**config.mk**
```make
export PLATFORM = sky130hd
export DESIGN_NAME = wb_cmd_master
export DESIGN_NICKNAME = d
export VERILOG_FILES = /design/src/rtl/wb_cmd_master.sv
export SDC_FILE = /design/constraint.sdc
export NUM_CORES = 1
export LEC_CHECK = 0
export CORE_MARGIN = 5
export CORE_UTILIZATION = 41
export CTS_CLUSTER_DIAMETER = 150
export DETAILED_ROUTE_END_ITERATION = 10
export PLACE_DENSITY = 0.85
export SYNTH_ARGS = -nofsm -noshare
export SYNTH_HDL_FRONTEND = slang
export SYNTH_SLANG_ARGS = --single-unit
```
**constraint.sdc**
```tcl
create_clock -name clk -period 4.7 [get_ports clk]
set_clock_uncertainty 0.05 [all_clocks]
set_input_delay 0.47 -clock clk [delete_from_list [all_inputs] [get_ports clk]]
set_output_delay 0.47 -clock clk [all_outputs]
set_load 0.02 [all_outputs]
```
**src/rtl/wb_cmd_master.sv**
```systemverilog
// wb_cmd_master: single-outstanding Wishbone classic-cycle initiator.
// A client hands over one read/write command on a valid/ready port. The block
// runs it on the bus and returns read data plus err/timeout status on a
// valid/ready response port. A watchdog aborts cycles that a dead slave never
// terminates.
module wb_cmd_master #(
  parameter int unsigned TIMEOUT = 255,  // bus cycles before abort; 0 disables
  parameter int unsigned TO_W    = 8     // counter width, must hold TIMEOUT
) (
  input  logic        clk,
  input  logic        reset,
  // command port
  input  logic        cmd_valid,
  output logic        cmd_ready,
  input  logic        cmd_we,
  input  logic [31:0] cmd_adr,
  input  logic [31:0] cmd_dat,
  input  logic [3:0]  cmd_sel,
  // response port
  output logic        rsp_valid,
  input  logic        rsp_ready,
  output logic [31:0] rsp_dat,
  output logic        rsp_err,
  output logic        rsp_timeout,
  // Wishbone initiator
  output logic        wb_cyc_o,
  output logic        wb_stb_o,
  output logic        wb_we_o,
  output logic [31:0] wb_adr_o,
  output logic [3:0]  wb_sel_o,
  output logic [31:0] wb_dat_o,
  input  logic [31:0] wb_dat_i,
  input  logic        wb_ack_i,
  input  logic        wb_err_i
);

  typedef enum logic [1:0] {
    IDLE = 2'd0,
    BUS  = 2'd1,
    RESP = 2'd2
  } state_t;

  // Counter value seen on the last permitted bus cycle. Only used when the
  // watchdog is enabled, so the TIMEOUT==0 case just needs a legal constant.
  localparam int unsigned      TO_LAST_I = (TIMEOUT == 0) ? 0 : TIMEOUT - 1;
  localparam logic [TO_W-1:0]  TO_LAST   = TO_W'(TO_LAST_I);
  localparam bit               TO_EN     = (TIMEOUT != 0);

  state_t          state;
  logic [TO_W-1:0] to_cnt;

  // Command/bus/response sequencer. Every output is a register, so the async
  // reset drops cyc/stb immediately without waiting for a clock edge.
  // NOTE: state is written with non-blocking assignments only, so every
  // branch below reads the values from before this edge, not half-updated ones.
  always_ff @(posedge clk or posedge reset) begin
    if (reset) begin
      state       <= IDLE;
      to_cnt      <= '0;
      cmd_ready   <= 1'b1;
      rsp_valid   <= 1'b0;
      rsp_dat     <= '0;
      rsp_err     <= 1'b0;
      rsp_timeout <= 1'b0;
      wb_cyc_o    <= 1'b0;
      wb_stb_o    <= 1'b0;
      wb_we_o     <= 1'b0;
      wb_adr_o    <= '0;
      wb_sel_o    <= '0;
      wb_dat_o    <= '0;
    end else begin
      case (state)
        IDLE: begin
          if (cmd_valid && cmd_ready) begin
            // The wb_* registers double as the latched command; they are only
            // loaded here, so they stay stable for the whole bus cycle.
            wb_we_o   <= cmd_we;
            wb_adr_o  <= cmd_adr;
            wb_dat_o  <= cmd_dat;
            wb_sel_o  <= cmd_sel;
            wb_cyc_o  <= 1'b1;
            wb_stb_o  <= 1'b1;
            cmd_ready <= 1'b0;
            to_cnt    <= '0;
            state     <= BUS;
          end
        end

        BUS: begin
          to_cnt <= to_cnt + 1'b1;
          // Priority: err over ack, and either over the watchdog on its last cycle.
          if (wb_err_i) begin
            rsp_dat     <= '0;
            rsp_err     <= 1'b1;
            rsp_timeout <= 1'b0;
            rsp_valid   <= 1'b1;
            wb_cyc_o    <= 1'b0;
            wb_stb_o    <= 1'b0;
            state       <= RESP;
          end else if (wb_ack_i) begin
            rsp_dat     <= wb_we_o ? 32'h0 : wb_dat_i;
            rsp_err     <= 1'b0;
            rsp_timeout <= 1'b0;
            rsp_valid   <= 1'b1;
            wb_cyc_o    <= 1'b0;
            wb_stb_o    <= 1'b0;
            state       <= RESP;
          end else if (TO_EN && (to_cnt == TO_LAST)) begin
            rsp_dat     <= '0;
            rsp_err     <= 1'b0;
            rsp_timeout <= 1'b1;
            rsp_valid   <= 1'b1;
            wb_cyc_o    <= 1'b0;
            wb_stb_o    <= 1'b0;
            state       <= RESP;
          end
        end

        RESP: begin
          // Response holds until consumed; bus inputs are ignored here.
          if (rsp_ready) begin
            rsp_valid   <= 1'b0;
            rsp_dat     <= '0;
            rsp_err     <= 1'b0;
            rsp_timeout <= 1'b0;
            to_cnt      <= '0;
            cmd_ready   <= 1'b1;
            state       <= IDLE;
          end
        end

        default: begin
          state     <= IDLE;
          wb_cyc_o  <= 1'b0;
          wb_stb_o  <= 1'b0;
          rsp_valid <= 1'b0;
          cmd_ready <= 1'b1;
          to_cnt    <= '0;
        end
      endcase
    end
  end

endmodule

```
After elaboration in Yosys (flattened, before gate mapping). Index checks and enable logic that the tools add are counted.

$add $sub $neg: 1. Equality and inequality tests: 6. Multiplexer cells: 33. Bitwise logic cells: 3. Reductions and logical operators: 10.

Operator list (count): $mux W32 (5); $pmux W32 S2 (1); $pmux W8 S3 (1); $mux W8 (2); $reduce_and A3 Y1 (5); $mux W1 (13); $mux W2 (5); $pmux W1 S3 (3); $add A8 B1 Y8 const B (1); $eq A8 B8 Y1 const B (1); $pmux W2 S3 (1); $ne A2 B2 Y1 const B (2); $ne A4 B4 Y1 const B (1); $pmux W1 S2 (2); $reduce_and A2 Y1 (2); $not A1 Y1 (3); $eq A2 B1 Y1 const B (1); $eq A2 B2 Y1 const B (1); $logic_not A2 Y1 (1); $reduce_bool A2 Y1 (1); $logic_and A1 B1 Y1 (1).

Register bits after elaboration: 116. Input port bits: 107. Output and inout port bits: 107. Word-level logic and storage cells: 65.

Longest topological paths before layout. Gate-level depths: netlist of the first run.

Depth after elaboration: 5. Mapped depth: 7. Gate-level depth less buffers: 6.

Worst setup path after synthesis of the first run. OpenSTA, ideal clock, no wires.

Path type: register -> register. From: register state[0]. To: register to_cnt[7]. Library setup time: 0.069 ns. Data arrival time: 1.654 ns. Data required time: 4.581 ns. Path slack: 2.927 ns. Cell stages (with the launch flop): 8. Buffers on the path: 1. Period minus slack after synthesis: 1.773 ns. Path through: dfrtp_1 > inv_1 > ha_1 > nor2b_2 > a21o_1 > buf_6 > or4b_1 > nand3_1.

Longest elaborated chain between the ends: 3. Elaborated cells between the ends (all ways): 7. Those cells by class: 4 x eq/ne; 1 x mux; 2 x reduce/logical.

Ends and longest elaborated chain: start, declared (RTL line 49) `state_t state;`; start signal, assigned (RTL line 58) `state <= IDLE;`; start signal, assigned (RTL line 85) `state <= BUS;`; start signal, assigned (RTL line 99) `state <= RESP;`; $eq A2 B2 Y1 or $logic_not A2 Y1 (tied branches) (RTL line 72) `case (state)`; $ne A2 B2 Y1 (no line); $reduce_and A2 Y1 (no line); end signal, assigned (RTL line 90) `to_cnt <= to_cnt + 1'b1;`; end, declared (RTL line 50) `logic [TO_W-1:0] to_cnt;`.

Parallel ways exist; a longest one is shown, timed or not. A chain may end at the register's enable or synchronous reset.

Worst setup path after layout of the first run.
From: register state[0]. To: register rsp_dat[16].

Longest elaborated chain between the ends: 3. Elaborated cells between the ends (all ways): 7. Those cells by class: 4 x eq/ne; 1 x mux; 2 x reduce/logical.

Ends and longest elaborated chain: $eq A2 B1 Y1 or $eq A2 B2 Y1 (tied branches) (RTL line 72); $ne A4 B4 Y1 (no line) (tied with other cells); $reduce_and A3 Y1 (no line); end signal, assigned (RTL line 101) `rsp_dat <= wb_we_o ? 32'h0 : wb_dat_i;`; end, declared (RTL line 22) `output logic [31:0] rsp_dat,`.

Parallel ways exist; a longest one is shown, timed or not.

==> results.json, run 1 <==
{
  "ctsHtreeMaxLevel": 4,
  "clock_latency_ns": 0.51,
  "clk_pin_slew_ns": 0.05,
  "fillCellCount": 813,
  "grt_max_degree": 82,
  "crit_path_start_kind": "flip-flop",
  "peakVddDrop_mv": 0.404,
  "final_cell_area_um2": 7330,
  "first_iter_violations": 144,
  "synthFlopType": "dfrtp_1",
  "layout_commonest_cell": "clkdlybuf4s50_1",
  "synth_top_area_cell": "dfrtp_1",
  "power_density_nw_per_um2": 722,
  "wirelength_mm": 12.2,
  "die_y_um": 115,
  "synthCells": 307,
  "fin_crit_ns": 2.39,
  "status": "finished, final reports clean",
  "hp-start": "rsp_dat[2]",
  "netlist_area_um2": 4550,
  "total_power_uw": 5290,
  "synthToLayoutAreaGrowth_pct": 61.0,
  "max_slew_margin_pct": 25.3,
  "die_area_um2": 13300,
  "tritoncts": "done",
  "grt_usage_pct": 18.5,
  "report.final.hold_viol_count": 0,
  "yosysSeqAreaShare_pct": 63.8,
  "synth.distinct_cells": 34,
  "layout.cells.non_filler": 676,
  "finalSetupViolations": 0,
  "start_util_pct": 42.0,
  "cts_hold_buffers": 0,
  "yosysWarnings": 0,
  "period_share_pct": 50.9,
  "leakage_uw": 0.00314,
  "ys_seq_elements": 116,
  "placed_area_um2": 6770,
  "cp.required_ns": 5.10,
  "hp-class": "reg -> reg",
  "mostFrequentLayoutCells": "clkdlybuf4s50_1 (213), dfrtp_1 (115), mux2_2 (69)",
  "endpoint_kind": "flip-flop",
  "grt_pass1_wl_mm": 19.0,
  "yosysTopAreaCellShare_pct": 63.2,
  "ctsResizeCount": 0,
  "drc": 0,
  "drive_gt1_share_pct": 21.3,
  "overflow": 0,
  "async_flop_share_pct": 100,
  "first_pass_iters": 4,
  "row_count": 38,
  "first_global_vias": 3635,
  "path_class": "reg -> reg",
  "pin_count": 214,
  "worst_pin_slew_ns": 1.12,
  "vias": 3398,
  "critPathMaxFanout": 32,
  "synth_area_leaders": "dfrtp_1 (63%), mux2_2 (17%), a22o_1 (5.8%), ha_1 (1.4%), buf_2 (1.1%)",
  "holdWs_ns": 0.449,
  "die_x_um": 115,
  "seqCellArea_um2": 2900,
  "final_max_slew_viol_count": 0,
  "finalSetupTns_ns": 0,
  "layout.nets": 635,
  "synth.avg_cell_area_um2": 14.8,
  "core_area_um2": 10800,
  "io_buffers": 213,
  "gp_congestion": 0.858,
  "routedWlPerCell_um": 18.0,
  "drv_cap": 0,
  "arrival_ns": 2.79,
  "multi_input_area_um2": 1530,
  "timing.rr.start": "state[0]",
  "viasPerCell": 5.03,
  "rsz0062_at_grt": "false",
  "syn_nets": 419,
  "numPlacedInstances": 644,
  "diodes": 0,
  "ant_nets": 0,
  "grt_antenna_before_repair": 0,
  "tritoncts.num_buffers": 17,
  "post-dp-hpwl_mm": 8.93,
  "max_freq_mhz": 418,
  "synth-edff-count": 0,
  "startpoint": "state[0]",
  "clockRootBuffer": "clkbuf_8",
  "cts.sinks": 116,
  "postCtsSetupRepairBufs": 0,
  "ctsLongestPathBuffers": 2
}
[report_power, final]
| group | switching (uW) | internal, uW |
|---|---|---|
| Combinational | 1180 | 1250 |
| Clock | 469 | 717 |
| Sequential | 237 | 1440 |
| Total | 1890 | 3410 |
[logic make-up (layout without fill, tap and decap cells)]
kind of cell               after synthesis  count (layout)  synth area share (%)
DFF                                    116             116                  63.8
buffers and inverters                   22             251                  2.83
and+or+nand+nor                         37              37                  4.73
muxes                                   70              70                  17.3
AOI/OAI and AO/OA                       57              57                  10.0
adders and majority gates                5               5                  1.37
[cells in the mapped netlist, drive strengths merged (3+ instances only)]
| cell | count |
|---|---|
| nand3 | 7 |
| a22o | 33 |
| nand2 | 7 |
| ha | 5 |
| dfrtp | 115 |
| nor2 | 10 |
| o31ai | 4 |
| a21oi | 8 |
| buf | 15 |
| inv | 5 |
| and2 | 3 |
| o21ai | 6 |
| mux2 | 69 |
[layer usage]
metal,wire length (um),share of wire (%),track usage (%),up-vias
met2,6080,50,30.8,146
met1,4720,39,21.8,1682
met4,268,2.2,6.57,0
li1,-,-,-,1547
met5,0,0,0,-
met3,1110,9.1,7.58,23
[sequential cells by signal (all words and copies together) (netlist names)]
name,flops
cmd_ready,1
rsp_dat,32
rsp_err,1
rsp_timeout,1
rsp_valid,1
state,2
to_cnt,8
wb_adr_o,32
wb_dat_o,32
wb_sel_o,4
wb_stb_o,1
wb_we_o,1
[path summary, 6_finish.rpt]
path	slack [ns]	to	depth (start not counted)
worst max-delay path	2.31	rsp_dat[16]	5
worst min-delay path	0.45	rsp_dat[2]	1
worst max register to register	2.31	rsp_dat[16]	5
worst min register to register	0.45	rsp_dat[2]	1
max in group asynchronous	3.06	wb_dat_o[8]	3
min in group asynchronous	0.49	wb_dat_o[10]	2
[layout make-up]
cell class,instances,share of cell area (%)
tap,140,2.39
timing repair buffer,214,29.2
sequential,116,39.6
clock buffer,18,5.84
clock inverter,14,1.77
multi-input combinational,169,20.9
inverter,5,0.290
[stage by stage]
| stage | setup WS, ns | utilization [%] |
|---|---|---|
| 2_1_floorplan | 1.11 | - |
| 3_3_place_gp | 2.22 | 62.5 |
| 3_5_place_dp | 2.16 | 62.5 |
| 4_1_cts | 2.29 | 67.6 |
| 5_1_grt | 2.09 | 67.6 |
| 6_report | 2.31 | 67.6 |
[critical path, cell delays in order (launching register included)]
cell and delay (ns):
dfrtp_1 0.36, inv_1 0.07, ha_1 0.35, nor2b_1 0.25, and3_1 0.94, a22o_2 0.29
No activity file was read; power rests on OpenSTA's default activity.
==> run 2, diff against run 1 <==
--- a/config.mk
+++ b/config.mk
@@ -6,10 +6,10 @@
 export NUM_CORES = 1
 export LEC_CHECK = 0
 export CORE_MARGIN = 5
-export CORE_UTILIZATION = 41
+export CORE_UTILIZATION = 37
 export CTS_CLUSTER_DIAMETER = 150
 export DETAILED_ROUTE_END_ITERATION = 10
-export PLACE_DENSITY = 0.85
+export PLACE_DENSITY = 0.81
 export SYNTH_ARGS = -nofsm -noshare
 export SYNTH_HDL_FRONTEND = slang
 export SYNTH_SLANG_ARGS = --single-unit
==> constraint.sdc (replaced) <==
create_clock -name clk -period 2.05 [get_ports clk]
set_clock_uncertainty 0.05 [all_clocks]
set_input_delay 0.205 -clock clk [delete_from_list [all_inputs] [get_ports clk]]
set_output_delay 0.205 -clock clk [all_outputs]
set_load 0.02 [all_outputs]
==> run 2 against run 1 <==
Effect of this change:
- die area grew 9.9%
- highest routed layer unchanged
- non-clock buffer count grew 6
- largest power group unchanged
- sequential share of layout area shrank 0.75 points
- combinational power grew 130%
==> results.json, run 2 (same netlist as run 1, synthesis figures left out) <==
{
  "status": "finished, final reports clean",
  "diodes": 0,
  "max_freq_mhz": 515,
  "routedWlPerCell_um": 17.5,
  "io_buffers": 213,
  "vias": 3401,
  "first_pass_iters": 4,
  "layout.cells.non_filler": 709,
  "ctsHtreeMaxLevel": 4,
  "drive_gt1_share_pct": 21.6,
  "crit_family": "compound AO/OA/AOI/OAI gates",
  "tritoncts": "done",
  "grt_antenna_before_repair": 0,
  "crit_slowest_cell": "dfrtp_1",
  "wirelength_mm": 12.4,
  "core_area_um2": 12100,
  "final_cell_area_um2": 7470,
  "die_area_um2": 14600,
  "drv_cap": 0,
  "path_class": "reg -> reg",
  "report.final.hold_viol_count": 0,
  "ctsResizeCount": 0,
  "leakage_uw": 0.00320,
  "overflow": 0,
  "peakVddDrop_mv": 0.901,
  "grt_pass1_wl_mm": 19.6,
  "finalSetupViolations": 0,
  "clk_pin_slew_ns": 0.05,
  "first_iter_violations": 160,
  "hp-class": "in -> async",
  "top_layer": "met4",
  "layout.nets": 641,
  "drc": 0,
  "tritoncts.num_buffers": 17,
  "post-dp-hpwl_mm": 9.05,
  "slowest_delay_ns": 0.42,
  "first_global_vias": 3695,
  "numPlacedInstances": 678,
  "ctsLongestPathBuffers": 2,
  "wl_met3_um": 963,
  "rsz0062_at_grt": "true",
  "final_max_slew_viol_count": 0,
  "reg_top3": "rsp_dat: 32 flops, wb_adr_o: 32 flops, wb_dat_o: 32 flops",
  "cp_cell_sequence": "inv_1 > ha_1 > nand3_1 > o211ai_4 > nand3b_4 > a22o_2",
  "grt_max_degree": 117,
  "mostFrequentLayoutCells": "clkdlybuf4s50_1 (213), dfrtp_1 (115), mux2_2 (69)",
  "seqCellArea_um2": 2900,
  "die_x_um": 121,
  "max_slew_margin_pct": 58.7,
  "critPathMaxFanout": 34,
  "grt_usage_pct": 17.4,
  "ant_nets": 0,
  "placed_area_um2": 6910,
  "cts.sinks": 116,
  "finalSetupTns_ns": 0,
  "fillCellCount": 939,
  "arrival_ns": 2.17,
  "clock_latency_ns": 0.40,
  "endpoint_kind": "flip-flop",
  "m1WireLength_mm": 4.69,
  "pin_count": 214,
  "power_density_nw_per_um2": 1650,
  "die_y_um": 121,
  "start_util_pct": 37.8,
  "viasPerCell": 4.80,
  "layout_commonest_cell": "clkdlybuf4s50_1",
  "synthToLayoutAreaGrowth_pct": 64.1,
  "cp.required_ns": 2.28,
  "row_count": 40,
  "period_share_pct": 94.6,
  "total_power_uw": 12300,
  "setup_slack_ns": 0.110,
  "crit_buf_inv": 1,
  "clockRootBuffer": "clkbuf_16",
  "crit_path_start_kind": "flip-flop",
  "pre_cts_ws_ns": 0.105,
  "gp_congestion": 0.797,
  "wl_met2_mm": 6.36,
  "multi_input_area_um2": 1530,
  "fin_crit_ns": 1.94,
  "worst_pin_slew_ns": 0.619
}
==> run 2: cell count changes in the layout (fill, tap and decap cells not counted), sizes merged <==
cell      delta
clkinv       -1
inv          -3
clkbuf       +3
bufinv       +1
clkinvlp     -1
buf          +6
==> run 2: worst reg2reg max path: stages, from the launching register on <==
cell and delay, ns:
dfrtp_1 0.42, inv_1 0.07, ha_1 0.14, nand3_1 0.11, o211ai_4 0.31, nand3b_4 0.37
a22o_2 0.35
==> run 2: report_power, final <==
group	internal (uW)	switching (uW)	leakage (uW)
Combinational	2940	2710	0.00148
Clock	1830	981	0.000274
Sequential	3310	556	0.00145
==> run 2: cell type report <==
type | count | area share [%]
multi-input combinational | 169 | 20.5
timing repair buffer | 220 | 29.9
clock inverter | 10 | 1.44
sequential | 116 | 38.9
tap | 168 | 2.81
clock buffer | 21 | 6.16
inverter | 5 | 0.301
==> run 2: final timing paths <==
path	from	end	cells past startpoint	slack, ns
max	to_cnt[0]	rsp_dat[16]	6	0.11
min	reset	rsp_dat[4]	3	0.30
max reg2reg	to_cnt[0]	rsp_dat[16]	6	0.11
min reg2reg	rsp_dat[3]	rsp_dat[3]	1	0.45
max in group asynchronous	reset	to_cnt[2]	3	1.19
min in group clk	wb_dat_i[3]	rsp_dat[3]	2	0.36
==> run 2: what timing repair did <==
action,CTS,global route
hold buffers,0,0
endpoints found under the hold margin,0,0
buffers inserted,0,0
endpoints found under the setup margin,0,1
==> run 2: per-layer routing <==
metal	vias up	GRT usage (%)
li1	1551	-
met1	1685	19.4
met2	139	29.1
met3	26	6.53
met4	0	8.57
met5	-	0
==> run 2: metrics by stage <==
step / utilization, % / hold slack [ns]
detailed placement: 57.3 / 0.436
finish: 62.0 / 0.298
global route: 62.0 / 0.343
floorplan: - / 0.295
CTS: 62.0 / 0.322
global placement: 57.3 / 0.431
==> run 3, diff against run 2 <==
--- a/config.mk
+++ b/config.mk
@@ -5,11 +5,14 @@
 export SDC_FILE = /design/constraint.sdc
 export NUM_CORES = 1
 export LEC_CHECK = 0
+export CELL_PAD_IN_SITES_DETAIL_PLACEMENT = 2
+export CELL_PAD_IN_SITES_GLOBAL_PLACEMENT = 2
 export CORE_MARGIN = 5
-export CORE_UTILIZATION = 37
+export CORE_UTILIZATION = 23
 export CTS_CLUSTER_DIAMETER = 150
 export DETAILED_ROUTE_END_ITERATION = 10
-export PLACE_DENSITY = 0.81
+export GPL_TIMING_DRIVEN = 0
+export PLACE_DENSITY = 0.8
 export SYNTH_ARGS = -nofsm -noshare
 export SYNTH_HDL_FRONTEND = slang
 export SYNTH_SLANG_ARGS = --single-unit
==> run 3 against run 2 <==
Effect of this change:
- cell area grew 2.9%
- combinational power up 5.0%
- fmax shrank 1.1%
- register-to-register slack got worse by 0.02 ns
- core utilization decreased by 22 points
- die area rose by 55%
- clock-buffer cell count is 2 lower
- non-clock buffer count up 11
- setup slack got worse by 0.022 ns
- routed wire length is 30% higher
- critical path depth grew 1
- sequential share of layout area fell by 1.1 points
- critical path type unchanged
==> results.json, run 3 (same netlist as run 1, synthesis figures left out) <==
{
  "status": "finished, final reports clean",
  "leakage_uw": 0.00325,
  "reg_top3": "rsp_dat: 32 flops, wb_adr_o: 32 flops, wb_dat_o: 32 flops",
  "die_x_um": 151,
  "fin_crit_ns": 1.96,
  "cts_hold_buffers": 0,
  "max_slew_margin_pct": 69.6,
  "tritoncts": "done",
  "cts.sinks": 116,
  "path_class": "reg -> reg",
  "timing.rr.start": "state[0]",
  "grt_max_degree": 42,
  "die_area_um2": 22700,
  "routedWlPerCell_um": 19.6,
  "clk_pin_slew_ns": 0.06,
  "post-dp-hpwl_mm": 12.4,
  "tritoncts.num_buffers": 17,
  "first_global_vias": 4126,
  "drc": 0,
  "grt_antenna_before_repair": 0,
  "clockRootBuffer": "clkbuf_16",
  "core_area_um2": 19500,
  "row_count": 51,
  "pin_count": 214,
  "worst_pin_slew_ns": 0.455,
  "overflow": 0,
  "arrival_ns": 2.25,
  "power_density_nw_per_um2": 1670,
  "ctsLongestPathBuffers": 2,
  "gp_congestion": 0.729,
  "endpoint_kind": "flip-flop",
  "rsz0062_at_grt": "false",
  "holdWs_ns": 0.116,
  "critPathMaxFanout": 10,
  "io_buffers": 213,
  "grt_pass1_wl_mm": 24.4,
  "max_freq_mhz": 510,
  "drv_cap": 0,
  "slowest_delay_ns": 0.51,
  "cp.required_ns": 2.34,
  "synthToLayoutAreaGrowth_pct": 68.9,
  "ctsHtreeMaxLevel": 4,
  "diodes": 0,
  "vias": 3483,
  "drive_gt1_share_pct": 23.5,
  "layout.cells.non_filler": 818,
  "first_pass_iters": 4,
  "period_share_pct": 95.7,
  "total_power_uw": 12800,
  "pre_cts_ws_ns": -0.336,
  "grt_usage_pct": 14.2,
  "report.final.hold_viol_count": 0,
  "final_cell_area_um2": 7690,
  "wirelength_mm": 16.0,
  "cp_cell_sequence": "inv_1 > ha_1 > nor2b_2 > a21o_1 > buf_6 > or4b_1 > nand3_1",
  "ant_nets": 0,
  "clock_latency_ns": 0.41,
  "die_y_um": 151,
  "layout.nets": 652,
  "crit_slowest_cell": "or4b_1",
  "startpoint": "state[0]",
  "start_util_pct": 23.4,
  "final_max_slew_viol_count": 0,
  "hp-class": "in -> async",
  "numPlacedInstances": 788,
  "fillCellCount": 1966,
  "setup_slack_ns": 0.0883,
  "peakVddDrop_mv": 0.596,
  "mostFrequentLayoutCells": "clkdlybuf4s50_1 (213), dfrtp_1 (115), mux2_2 (69)",
  "viasPerCell": 4.26,
  "finalSetupViolations": 0,
  "crit_path_start_kind": "flip-flop",
  "placed_area_um2": 7080,
  "first_iter_violations": 77,
  "layout_commonest_cell": "clkdlybuf4s50_1"
}
-- run 3: changes by cell type in the layout (fill, tap and decap cells not counted), moves of 2 or more --
cell,delta
buf_2,+5
buf_6,+4
clkinv_4,+3
buf_4,+2
-- run 3: final timing paths --
| check | end | slack (ns) | cells after the start |
|---|---|---|---|
| worst max-delay path | to_cnt[7] | 0.09 | 7 |
| worst min-delay path | wb_adr_o[15] | 0.12 | 2 |
| max in group asynchronous | cmd_ready | 1.01 | 4 |
| worst min register to register | rsp_timeout | 0.45 | 1 |
| worst max register to register | to_cnt[7] | 0.09 | 7 |
| min in group clk | wb_adr_o[15] | 0.35 | 2 |
-- run 3: layout make-up --
type                       count  area (um^2)  share of cell area, %
clock inverter                13          159                   2.07
tap                          265          332                   4.31
timing repair buffer         216         2190                   28.5
buffer                        15          111                   1.45
clock buffer                  19          443                   5.76
multi-input combinational    169         1530                   19.9
inverter                       5         22.5                  0.293
sequential                   116         2900                   37.8
-- run 3: routing by layer --
layer | vias to the layer above | global-route usage (%) | wire [um]
li1 | 1586 | - | -
met1 | 1764 | 15.4 | 5920
met2 | 116 | 25.8 | 8850
met3 | 17 | 5.09 | 1090
met4 | 0 | 4.44 | 194
met5 | - | 0 | 0
-- run 3: report_power, final --
group          switching, uW  internal [uW]  total (uW)
Clock                   1100           1940        3040
Combinational           2890           3020        5920
Sequential               578           3310        3890
-- run 3: timing repair --
item	in CTS	in global routing
endpoints found under the setup margin	45	30
buffers inserted	0	0
gates resized for setup	6	0
-- run 3: through the flow --
step	utilization (%)	setup TNS [ns]
after floorplan	-	0
after global placement	36.1	-91.39
after detailed placement	36.4	-5.60
after CTS	39.5	0
after global routing	39.5	0
final	39.5	0
-- run 3: worst max-delay path, delay by kind of cell (launching register included) --
kind            cells  cell delay, ns
simple gates        3            0.83
flops               1            0.38
fa+ha+maj           1            0.25
buf+inv             2            0.21
compound gates      1            0.17
==> variant 1: new RTL, settings of run 1 <==
The parameter `TO_W` goes from 8 to 6.
--- a/src/rtl/wb_cmd_master.sv
+++ b/src/rtl/wb_cmd_master.sv
@@ -7,3 +7,3 @@
   parameter int unsigned TIMEOUT = 255,  // bus cycles before abort; 0 disables
-  parameter int unsigned TO_W    = 8     // counter width, must hold TIMEOUT
+  parameter int unsigned TO_W    = 6     // counter width, must hold TIMEOUT
 ) (
Formal check against the unedited RTL: same outputs for any inputs over 4 cycles, from zero or initial values and one cycle with reset high; that may be too few to reach the edited logic, so the function may still have changed.
==> variant 1 against run 1 <==
Synthesized area grew 3.7%. Critical path depth is 1 higher. Highest routed layer unchanged. Non-clock buffer count rose by 1. Synthesized cell count up 17%. Routed wire length rose by 0.76%. Clock power rose by 11%. Cell area rose by 3.0%. Hold slack better by 0.0036 ns. Sequential cell count fell by 2. Power is 7.5% higher. Setup slack lost 0.099 ns.
==> variant 1: results (changes against run 1) <==
[route]
dr_total_vias=3474  ; +2.2%
avgViaCountPerCell=4.75  ; -5.6%
routed_wl_um=12300  ; +0.76%
dr_wl_met2_um=6210  ; +2.2%
met1_length_um=4840  ; +2.6%

[power_and_ir_drop]
power_density_nw_per_um2=754  ; +4.4%
static-leakage-power_nw=3.23  ; +2.9%
p_clk_w=0.00132  ; +11%
switchingPower_w=0.00198  ; +4.9%

[layout]
multiInputGateArea_um2=1620  ; +5.5%
nMultiInputCombCells=191  ; +13%
drive_gt1_frac=0.187  ; -0.0259

[place]
place_congestion=0.785  ; -8.6%
hpwl_um=8900  ; -0.34%

[global_route]
grt_max_degree=83  ; +1.2%
grt_usage=0.174  ; -0.0111
grt_pass1_vias=3804  ; +4.6%
met3_usage=0.0804  ; +0.00458

[synth]
synth_area_leaders=dfrtp_1, mux2_2, mux2i_1, nand2_1, inv_1
yosys.area_share.adder=0.0132  ; -0.000491
ys_types=35  ; +2.9%
netlist_instances=359  ; +17%
synth_commonest_cells=dfrtp_1, mux2_2, nand2_1
ys_seq_area_frac=0.604  ; -0.0334
synth_nets=471  ; +12%

[worst_setup_path]
crit_path_start=to_cnt[0]
arrival_ns=2.72  ; -0.07 ns
slowest_stage=and3b_2

[clock_tree]
cts-root-buf=clkbuf_16

[run_status]
status=completed

[timing]
maxSlewHeadroom=0.339  ; +0.0862

variant 1: cell types whose count changed in the layout (fill, tap and decap cells not counted), sizes merged, moves of 4 or more:
cell | before | now
a22o | 33 | 1
a21oi | 8 | 4
nor2 | 10 | 6
inv | 7 | 37
mux2i | 1 | 32
nand2 | 7 | 41
variant 1: through the flow:
| step | instance area [um2] | setup WS (ns) |
|---|---|---|
| final | 7550 | 2.21 |
| after global routing | 7550 | 2.06 |
| after CTS | 7550 | 2.21 |
| after detailed placement | 6940 | 1.95 |
| after global placement | 6940 | 2.00 |
| after floorplan | 4720 | 1.17 |
variant 1: final timing paths:
check,slack (ns),end,depth (start not counted)
min,0.45,wb_adr_o[2],1
max reg2reg,2.21,rsp_timeout,6
min reg2reg,0.45,wb_adr_o[2],1
min in group asynchronous,0.61,wb_adr_o[4],2
max,2.21,rsp_timeout,6
max in group asynchronous,2.96,cmd_ready,3
==> variant 2: new RTL, config.mk and constraints of run 1 <==
Made on the original files. Reset style: synchronous (`reset`), changed in one clocked block. Comments in the files are not updated.
--- a/src/rtl/wb_cmd_master.sv
+++ b/src/rtl/wb_cmd_master.sv
@@ -55,3 +55,3 @@
   // branch below reads the values from before this edge, not half-updated ones.
-  always_ff @(posedge clk or posedge reset) begin
+  always_ff @(posedge clk) begin
     if (reset) begin
Function: differs if reset is asserted again (counterexample within 4 cycles, from zero or initial values and one cycle with reset high); with reset held inactive, the same outputs for 4 cycles.
==> variant 2 against run 1 <==
Via count is 30% higher. Setup slack got worse by 0.032 ns. Routed wire length increased by 11%. Synthesized area is 0.30% higher. Power is 23% lower. Cell area shrank 1.4%. Sequential cell count did not move. Largest power group unchanged.
==> variant 2: results (changes against run 1) <==
[timing]
fin_ws_ns=2.27  ; -0.0319 ns

[power_and_ir_drop]
power_density_nw_per_um2=560  ; -22%
sequentialPowerShare=0.319  ; +0.002
p_comb_frac=0.380  ; -0.079
internal_power_w=0.00255  ; -25%
static-leakage-power_nw=2.57  ; -18%

[global_route]
grt_max_degree=75  ; -8.5%
grt_usage=0.200  ; +0.0147
grt_pass1_vias=4442  ; +22%

[layout]
buffers=216  ; +0.93%
seq_share=0.321  ; -0.0750
stdcell_count=882  ; +30%
num-fill-cells=864  ; +6.3%
multiInputGateArea_um2=1990  ; +30%
inv_count=4  ; -1
nMultiInputCombCells=374  ; +120%
multi_input_area_share=0.276  ; +0.0666
seq_cell_count=116  ; unchanged
final-clk-cell-share=0.0796  ; +0.00348
clock_buffers=20  ; +2

[place]
placedCellCount=850  ; +32%
dp_slack_ns=2.10  ; -0.0587 ns
placed_cell_area_um2=6660  ; -1.7%

[synth]
synthArstFlopShare=0  ; -1.00
ys_types=38  ; +12%
synth_area_leaders=dfxtp_1, nand2_1, a21oi_1, o21ai_2, nand4_1
synth_ff_type=dfxtp_1

[worst_setup_path]
crit_path_end=rsp_timeout
worstRegToRegCells=6  ; +1
crit_path_start=state[0]
slowest_stage=nor2b_2

[run_status]
status=completed

[route]
avgViaCountPerCell=5.02  ; -0.17%

variant 2: changes by cell type after synthesis, moves of 31 or more:
| cell | before | now |
|---|---|---|
| nand4_1 | 1 | 32 |
| dfxtp_1 | 0 | 116 |
| a21oi_1 | 8 | 73 |
| dfrtp_1 | 115 | 0 |
| mux2_2 | 69 | 0 |
| nand2_1 | 7 | 175 |
variant 2: worst min-delay path by stage:
stage / from / endpoint / slack, ns / cells past startpoint
3_5_place_dp: wb_adr_o[18] / wb_adr_o[18] / 0.40 / 2
3_3_place_gp: wb_dat_o[27] / wb_dat_o[27] / 0.39 / 2
4_1_cts: wb_adr_o[18] / wb_adr_o[18] / 0.41 / 2
2_1_floorplan: state[1] / state[1] / 0.41 / 2
5_1_grt: rsp_dat[20] / rsp_dat[20] / 0.42 / 2
6_report: wb_adr_o[18] / wb_adr_o[18] / 0.40 / 2
variant 2: cells by family after synthesis:
group | share of synthesized area
and+or+nand+nor | 0.246
buffers and inverters | 0.0589
DFF | 0.508
AOI/OAI and AO/OA | 0.160
adders and majority gates | 0.0137
xor gates and xnor gates | 0.0134
variant 2: routing by layer:
| layer | part of all wire | routed length [um] | GRT usage |
|---|---|---|---|
| met1 | 0.38 | 5090 | 0.216 |
| met2 | 0.51 | 6860 | 0.347 |
| met3 | 0.097 | 1320 | 0.0830 |
| met4 | 0.021 | 280 | 0.0829 |
| met5 | 0 | 0 | 0 |
variant 2: worst reg2reg max path, stage by stage (launching register included):
cell	delay, ns
dfxtp_1	0.35
inv_1	0.08
ha_1	0.29
nor2b_4	0.22
nor2b_2	0.98
nand3_1	0.17
a21oi_1	0.21
